==> config.mk <==
export PLATFORM = sky130hd
export DESIGN_NAME = fifo_axis_drain_flat
export DESIGN_NICKNAME = d
export VERILOG_FILES = /design/src/rtl/sr_pix_pkg.sv /design/src/rtl/fifo_axis_drain_if.sv /design/src/rtl/pix_buf2.sv /design/src/rtl/fifo_axis_drain.sv /design/src/flat_wrapper.sv
export SDC_FILE = /design/constraint.sdc
export NUM_CORES = 1
export LEC_CHECK = 0
export CAP_MARGIN = 25
export CELL_PAD_IN_SITES_DETAIL_PLACEMENT = 1
export CELL_PAD_IN_SITES_GLOBAL_PLACEMENT = 1
export CORE_AREA = 3 3 81 90
export CTS_CLUSTER_DIAMETER = 100
export DETAILED_ROUTE_END_ITERATION = 7
export DIE_AREA = 0 0 84 93
export DONT_BUFFER_PORTS = 1
export PLACE_DENSITY = 0.8
export SLEW_MARGIN = 20
export SYNTH_ARGS = -nofsm -noshare
export SYNTH_HDL_FRONTEND = slang
export SYNTH_HIERARCHICAL = 1
export SYNTH_SLANG_ARGS = --single-unit
==> constraint.sdc <==
create_clock -name clk -period 5.64 [get_ports clk]
set_input_delay 0.282 -clock clk [delete_from_list [all_inputs] [get_ports clk]]
set_output_delay 0.282 -clock clk [all_outputs]
set_load 0.01 [all_outputs]
==> src/rtl/sr_pix_pkg.sv <==
// rtl/sr_pix_pkg.sv - shared pixel geometry, counter widths and RGB pixel type
package sr_pix_pkg;

  localparam int PIX_WIDTH    = 24;
  localparam int LINE_WIDTH   = 960;
  localparam int FRAME_HEIGHT = 540;

  // Counter width for a modulo-n counter; never narrower than one bit
  function automatic int cnt_width(input int n);
    return (n > 1) ? $clog2(n) : 1;
  endfunction

  localparam int COL_W = cnt_width(LINE_WIDTH);
  localparam int ROW_W = cnt_width(FRAME_HEIGHT);

  typedef struct packed {
    logic [7:0] r;
    logic [7:0] g;
    logic [7:0] b;
  } rgb_pix_t;

endpackage

==> src/rtl/fifo_axis_drain_if.sv <==
// rtl/fifo_axis_drain_if.sv - pixel stream bundle (tvalid/tready/tdata/tlast/tuser)
interface fifo_axis_drain_if import sr_pix_pkg::*; #(
  parameter int DATA_WIDTH = PIX_WIDTH
);

  logic                  tvalid;
  logic                  tready;
  logic [DATA_WIDTH-1:0] tdata;
  logic                  tlast;
  logic                  tuser;

  modport master (output tvalid, output tdata, output tlast, output tuser, input tready);
  modport slave  (input tvalid, input tdata, input tlast, input tuser, output tready);

endinterface

==> src/rtl/pix_buf2.sv <==
// rtl/pix_buf2.sv - 2-entry in-order pixel buffer with simultaneous push/pop
module pix_buf2 import sr_pix_pkg::*; #(
  parameter int WIDTH = PIX_WIDTH
) (
  input  logic             clk,
  input  logic             rst_n,
  input  logic             push,
  input  logic [WIDTH-1:0] push_data,
  input  logic             pop,
  output logic [WIDTH-1:0] head,
  output logic [1:0]       cnt
);

  logic [WIDTH-1:0] ent0;
  logic [WIDTH-1:0] ent1;
  logic [1:0]       wr_idx;

  // Slot the pushed word lands in once the pop shift has been applied
  always_comb begin
    wr_idx = cnt - {1'b0, pop};
  end

  // Head shifts on pop; an incoming word goes behind whatever remains
  always_ff @(posedge clk or negedge rst_n) begin
    if (!rst_n) begin
      ent0 <= '0;
      ent1 <= '0;
      cnt  <= '0;
    end else begin
      if (pop) begin
        ent0 <= ent1;
      end
      if (push) begin
        if (wr_idx == 2'd0) begin
          ent0 <= push_data;
        end else begin
          ent1 <= push_data;
        end
      end
      cnt <= cnt + {1'b0, push} - {1'b0, pop};
    end
  end

  assign head = ent0;

endmodule

==> src/rtl/fifo_axis_drain.sv <==
// rtl/fifo_axis_drain.sv - BRAM FIFO reader to pixel stream master; FIFO_AXIS_DRAIN_STAT_EN adds stall/starve counters
module fifo_axis_drain #(
  parameter int DATA_WIDTH   = sr_pix_pkg::PIX_WIDTH,
  parameter int LINE_WIDTH   = sr_pix_pkg::LINE_WIDTH,
  parameter int FRAME_HEIGHT = sr_pix_pkg::FRAME_HEIGHT
) (
  input  logic                  clk,
  input  logic                  rst_n,
  input  logic                  fifo_empty,
  output logic                  fifo_rd,
  input  logic [DATA_WIDTH-1:0] fifo_odata,
  fifo_axis_drain_if.master     m_axis
`ifdef FIFO_AXIS_DRAIN_STAT_EN
  ,
  output logic [31:0]           stall_cnt,
  output logic [31:0]           starve_cnt
`endif
);

  localparam int COL_W = sr_pix_pkg::cnt_width(LINE_WIDTH);
  localparam int ROW_W = sr_pix_pkg::cnt_width(FRAME_HEIGHT);
  localparam logic [COL_W-1:0] COL_LAST = COL_W'(LINE_WIDTH - 1);
  localparam logic [ROW_W-1:0] ROW_LAST = ROW_W'(FRAME_HEIGHT - 1);

  logic             inflight;
  logic [1:0]       cnt;
  logic             pop;
  logic [1:0]       occ_after;
  logic [COL_W-1:0] col;
  logic [ROW_W-1:0] row;

  assign pop       = m_axis.tvalid & m_axis.tready;
  // Occupancy after this cycle's pop, counting the read already in flight
  assign occ_after = cnt + {1'b0, inflight} - {1'b0, pop};
  // Held low during reset so no read is lost while the buffer is being cleared
  assign fifo_rd   = rst_n & ~fifo_empty & (occ_after < 2'd2);

  // A read issued this cycle returns data next cycle
  always_ff @(posedge clk or negedge rst_n) begin
    if (!rst_n) begin
      inflight <= 1'b0;
    end else begin
      inflight <= fifo_rd;
    end
  end

  pix_buf2 #(.WIDTH(DATA_WIDTH)) u_buf (
    .clk       (clk),
    .rst_n     (rst_n),
    .push      (inflight),
    .push_data (fifo_odata),
    .pop       (pop),
    .head      (m_axis.tdata),
    .cnt       (cnt)
  );

  assign m_axis.tvalid = (cnt != 2'd0);

  // Column/row position of the head beat, advanced only when a beat leaves
  always_ff @(posedge clk or negedge rst_n) begin
    if (!rst_n) begin
      col <= '0;
      row <= '0;
    end else if (pop) begin
      if (col == COL_LAST) begin
        col <= '0;
        row <= (row == ROW_LAST) ? '0 : row + ROW_W'(1);
      end else begin
        col <= col + COL_W'(1);
      end
    end
  end

  assign m_axis.tlast = (col == COL_LAST);
  assign m_axis.tuser = (col == '0) && (row == '0);

`ifdef FIFO_AXIS_DRAIN_STAT_EN
  // Saturating counts of downstream stalls and mid-frame FIFO underruns
  always_ff @(posedge clk or negedge rst_n) begin
    if (!rst_n) begin
      stall_cnt  <= '0;
      starve_cnt <= '0;
    end else begin
      if (m_axis.tvalid && !m_axis.tready && (stall_cnt != '1)) begin
        stall_cnt <= stall_cnt + 32'd1;
      end
      if (!m_axis.tvalid && m_axis.tready && !m_axis.tuser && (starve_cnt != '1)) begin
        starve_cnt <= starve_cnt + 32'd1;
      end
    end
  end
`endif

endmodule

==> src/flat_wrapper.sv <==
// flat-port wrapper written by rule: the top's interface ports become plain ports
module fifo_axis_drain_flat 
#(
  parameter int DATA_WIDTH   = sr_pix_pkg::PIX_WIDTH,
  parameter int LINE_WIDTH   = sr_pix_pkg::LINE_WIDTH,
  parameter int FRAME_HEIGHT = sr_pix_pkg::FRAME_HEIGHT
)
  (clk, rst_n, fifo_empty, fifo_rd, fifo_odata, m_axis_tvalid, m_axis_tdata, m_axis_tlast, m_axis_tuser, m_axis_tready);
  fifo_axis_drain_if #(.DATA_WIDTH(DATA_WIDTH)) m_axis_i ();
  input  logic clk;
  input  logic rst_n;
  input  logic fifo_empty;
  output logic fifo_rd;
  input  logic [DATA_WIDTH-1:0] fifo_odata;
  output wire logic [$bits(m_axis_i.tvalid)-1:0] m_axis_tvalid;
  output wire logic [$bits(m_axis_i.tdata)-1:0] m_axis_tdata;
  output wire logic [$bits(m_axis_i.tlast)-1:0] m_axis_tlast;
  output wire logic [$bits(m_axis_i.tuser)-1:0] m_axis_tuser;
  input wire logic [$bits(m_axis_i.tready)-1:0] m_axis_tready;
  assign m_axis_tvalid = m_axis_i.tvalid;
  assign m_axis_tdata = m_axis_i.tdata;
  assign m_axis_tlast = m_axis_i.tlast;
  assign m_axis_tuser = m_axis_i.tuser;
  assign m_axis_i.tready = m_axis_tready;
  fifo_axis_drain #(.DATA_WIDTH(DATA_WIDTH), .LINE_WIDTH(LINE_WIDTH), .FRAME_HEIGHT(FRAME_HEIGHT)) u_core (.clk(clk), .rst_n(rst_n), .fifo_empty(fifo_empty), .fifo_rd(fifo_rd), .fifo_odata(fifo_odata), .m_axis(m_axis_i));
endmodule
==> impl_summary.md <==
Synth
The post-synthesis instance area is 0.003500 mm². Sorting the synthesized cells by area gives the leading types as dfrtp_1, mux2_2, mux2_4. Sequential elements use about half of the synthesized area. The warning count from the yosys run is 6. The synthesized design devotes to its leading area cell type approximately 50% of total area.

The count of unique library cells instantiated by Yosys is 42. The proportion of synthesized flip-flops having asynchronous set or reset is 100.0%. The commonest cells after synthesis are dfrtp_1, mux2_2, mux2_4. The top cell type by total area after synthesis is dfrtp_1. The synthesis-stage register bit count is 71. Counting every instance in the synthesized netlist gives between 200 and 300. Yosys mapped a number of flops with a built-in enable equal to 0. The most frequently used flop master after synthesis is dfrtp_1. The per-instance average area after synthesis is 13.31 µm². The most common cell in the synthesized netlist is dfrtp_1. The net count after synthesis is 298.

Layout
The finished cells cover 0.003805 mm². Cells with a size suffix above 1 make up between 30% and 40% of the layout. From synthesis to final layout, the design area changed by 8.724%. The number of nets in the finished design is 303. The number of filler cells placed in the layout is 644.

The number of antenna diodes is 0.

Clocking
Gates resized during post-CTS repair numbered 0. The number of buffers between clock root and the deepest sink is 2. Buffers added to address setup during post-CTS repair amount to 0.

After clock tree synthesis, the flow added hold-fix buffers numbering 2. The root buffer cell is clkbuf_8. The clock transition time at the flip-flop clock pins of the worst setup and hold paths is 0.07 ns.

TritonCTS built the clock tree. The number of clock buffers inserted by TritonCTS is 9. The number of H-tree levels is 3. The worst-skew pair later-pin latency is 0.35 ns. The TritonCTS sink count is 71.

Setup path
The worst setup path is captured at an output port. At the worst endpoint, the required time is 5.36 ns. The startpoint identified for the worst register-to-register timing path is u_core/u_buf/cnt[0]. The worst register-to-register path has a depth of 6. The worst endpoint data arrival time is 2.69 ns. The startpoint type of the worst setup path is a register. The critical path starts at u_core/u_buf/cnt[0].

The classification of the worst setup path is register to output port. In this run the worst path has a maximum fanout of 31.

GRT
After global routing the overflow that remains totals 0. The number of antenna violations at the first check in global routing was 0. The first-pass GRT wire length is 12050 µm.

Global routing consumed, over all layers together, between 20% and 30% of the routing resources. Entering global routing, the biggest net connects 72 pins. The number of global-route vias before repair came to 2283.

Min path
The worst hold path class is input pin to register. The start point of the worst hold path is fifo_empty. The number of stages on the worst hold path is 1.

Detailed routing
The post-detailed-route wirelength per cell is ~21 µm. The post-detailed-routing wire length is about 7400 µm. The overall via count from detail_route is 2082.

The remaining antenna violation count after routing is 0. In this run, the number of DRC markers left after iteration 0 of detailed routing was 97. The number of iterations in the first detailed-routing pass is 4. The via-per-instance ratio is 5.865. For this run, design rule violations remaining after detail routing come to 0.

Power
The leakage component of the power is ~1.7 nW. The areal power density over the cells is 536.0 mW/mm². The worst-case IR drop observed on VDD is 0.3030 mV.

Floorplan
The total area inside the core boundary comes to approximately 0.0066 mm². The initial core utilization is 53.39%. In this run the horizontal extent of the chip is 84 µm. During I/O placement, the number of pins put on the boundary was 56.

The die covers a little under 0.008 mm². In this run the vertical extent of the chip is 93 µm. The placement row count is 31.

Timing
Headroom to the max-slew limit came out at 46.72%. The hold violation total from the final report is 0. After layout, the minimum clock period comes to ~3 ns. Based on the critical path, the design can be clocked at up to 337.0 MHz. Setup repair after global routing left no endpoint under its margin.

In the finished design, the share of the clock period the worst path needs comes to 52.61%. Setup violations remaining at the end of the flow were counted as 0. For the final routed database, the setup TNS stands at 0 ns. The post-route worst setup slack is around 2.7 ns.

The final worst clock skew is between 0.009 and 0.01 ns. The number of pins with negative max-slew slack in the final report was 0. For the pin with the worst max-slew slack, the measured transition is 0.7933 ns.

Place
The count of input and output buffers is 0. The congestion estimate from routability-driven global placement came to 0.7286. Once placement finished, the instance area stood at 0.003547 mm². The worst setup timing slack at the placement stage is 2.788 ns. The estimated wirelength of the detail-placed design is 4516 µm.

Flow run
Across the run, the number of max-cap violations was 0.

Outcome
The flow ran to the end, and the final reports show no timing, DRC or antenna violations.
## sequential cells by signal, indices dropped and copies added, names as in the netlist
register and flops:
u_core/inflight 1, u_core/row 10, u_core/u_buf/cnt 2, u_core/col 10, u_core/u_buf/ent1 24, u_core/u_buf/head 24
## through the flow
| step | util, % | hold slack [ns] | power, W | cells |
|---|---|---|---|---|
| final | 58.05 | 0.05102 | 0.002040 | 355 |
| after global routing | 58.05 | 0.03266 | 0.002166 | 355 |
| after CTS | 58.05 | 0.03078 | 0.002057 | 355 |
| after detailed placement | 54.11 | -0.01084 | 0.001571 | 337 |
| after global placement | 54.11 | -0.01142 | 0.001523 | 337 |
| after floorplan | - | -0.01359 | 0.001446 | 263 |
## metal layers
| layer | global-route usage [%] | wire length [µm] |
|---|---|---|
| met1 | 24.52 | 3095 |
| met2 | 34.02 | 3763 |
| met4 | 6.836 | 101 |
| met5 | 0 | 0 |
| met3 | 6.960 | 445 |
## logic make-up after synthesis
group,Yosys count,synth area share (%)
adders and majority gates,7,2.503
AOI/OAI and AO/OA,25,4.505
muxes,74,25.96
xor gates and xnor gates,10,2.717
and+or+nand+nor,54,10.26
DFF,71,50.77
buffers and inverters,22,3.289
## final timing paths
path                                    endpoint  slack, ns
min in group asynchronous   u_core/u_buf/head[1]       0.51
max in group asynchronous        u_core/inflight       4.86
min                              u_core/inflight       0.05
max                                      fifo_rd       2.67
min reg2reg                 u_core/u_buf/ent1[3]       0.51
max reg2reg                u_core/u_buf/head[12]       2.77
## where the power goes
group | switching [W] | internal [W]
clock network | 0.000201 | 0.000252
logic | 0.000246 | 0.000410
registers | 0.000208 | 0.000722
## worst max-delay path, cell delays in order, from the launching register on
cell     delay (ns)
dfrtp_1        0.47
o21ai_1        0.51
inv_1          0.11
buf_4          0.29
ha_1           0.33
nor2b_1        0.15
xnor2_1        0.08
nor3b_1        0.39
## final cells by class
cell class	instances	area, µm²	share of cell area [%]
clock buffers	10	127.6	3.354
clock inverters	6	92.59	2.433
inverters	12	45.04	1.184
multi-input cells	170	1608	42.26
flip-flops and latches	71	1777	46.70
well taps	82	102.6	2.696
repair buffers	4	52.55	1.381
## placed cells by master, fill, tap and decap left out, types with 3 or more instances in the layout
cell / netlist / layout
dfrtp_1: 71 / 71
mux2_2: 54 / 54
mux2_4: 20 / 20
inv_1: 12 / 12
clkbuf_8: 0 / 9
nand2_1: 9 / 9
o21ai_0: 9 / 9
nor2_1: 8 / 8
ha_1: 7 / 7
xnor2_1: 6 / 6
nand4_1: 6 / 6
nor4_1: 4 / 4
o31ai_1: 4 / 4
nand3_2: 3 / 3
xor2_1: 3 / 3
and3_1: 3 / 3
nand3_1: 3 / 3
a31oi_1: 3 / 3
No activity file was read; power rests on OpenSTA's default activity.
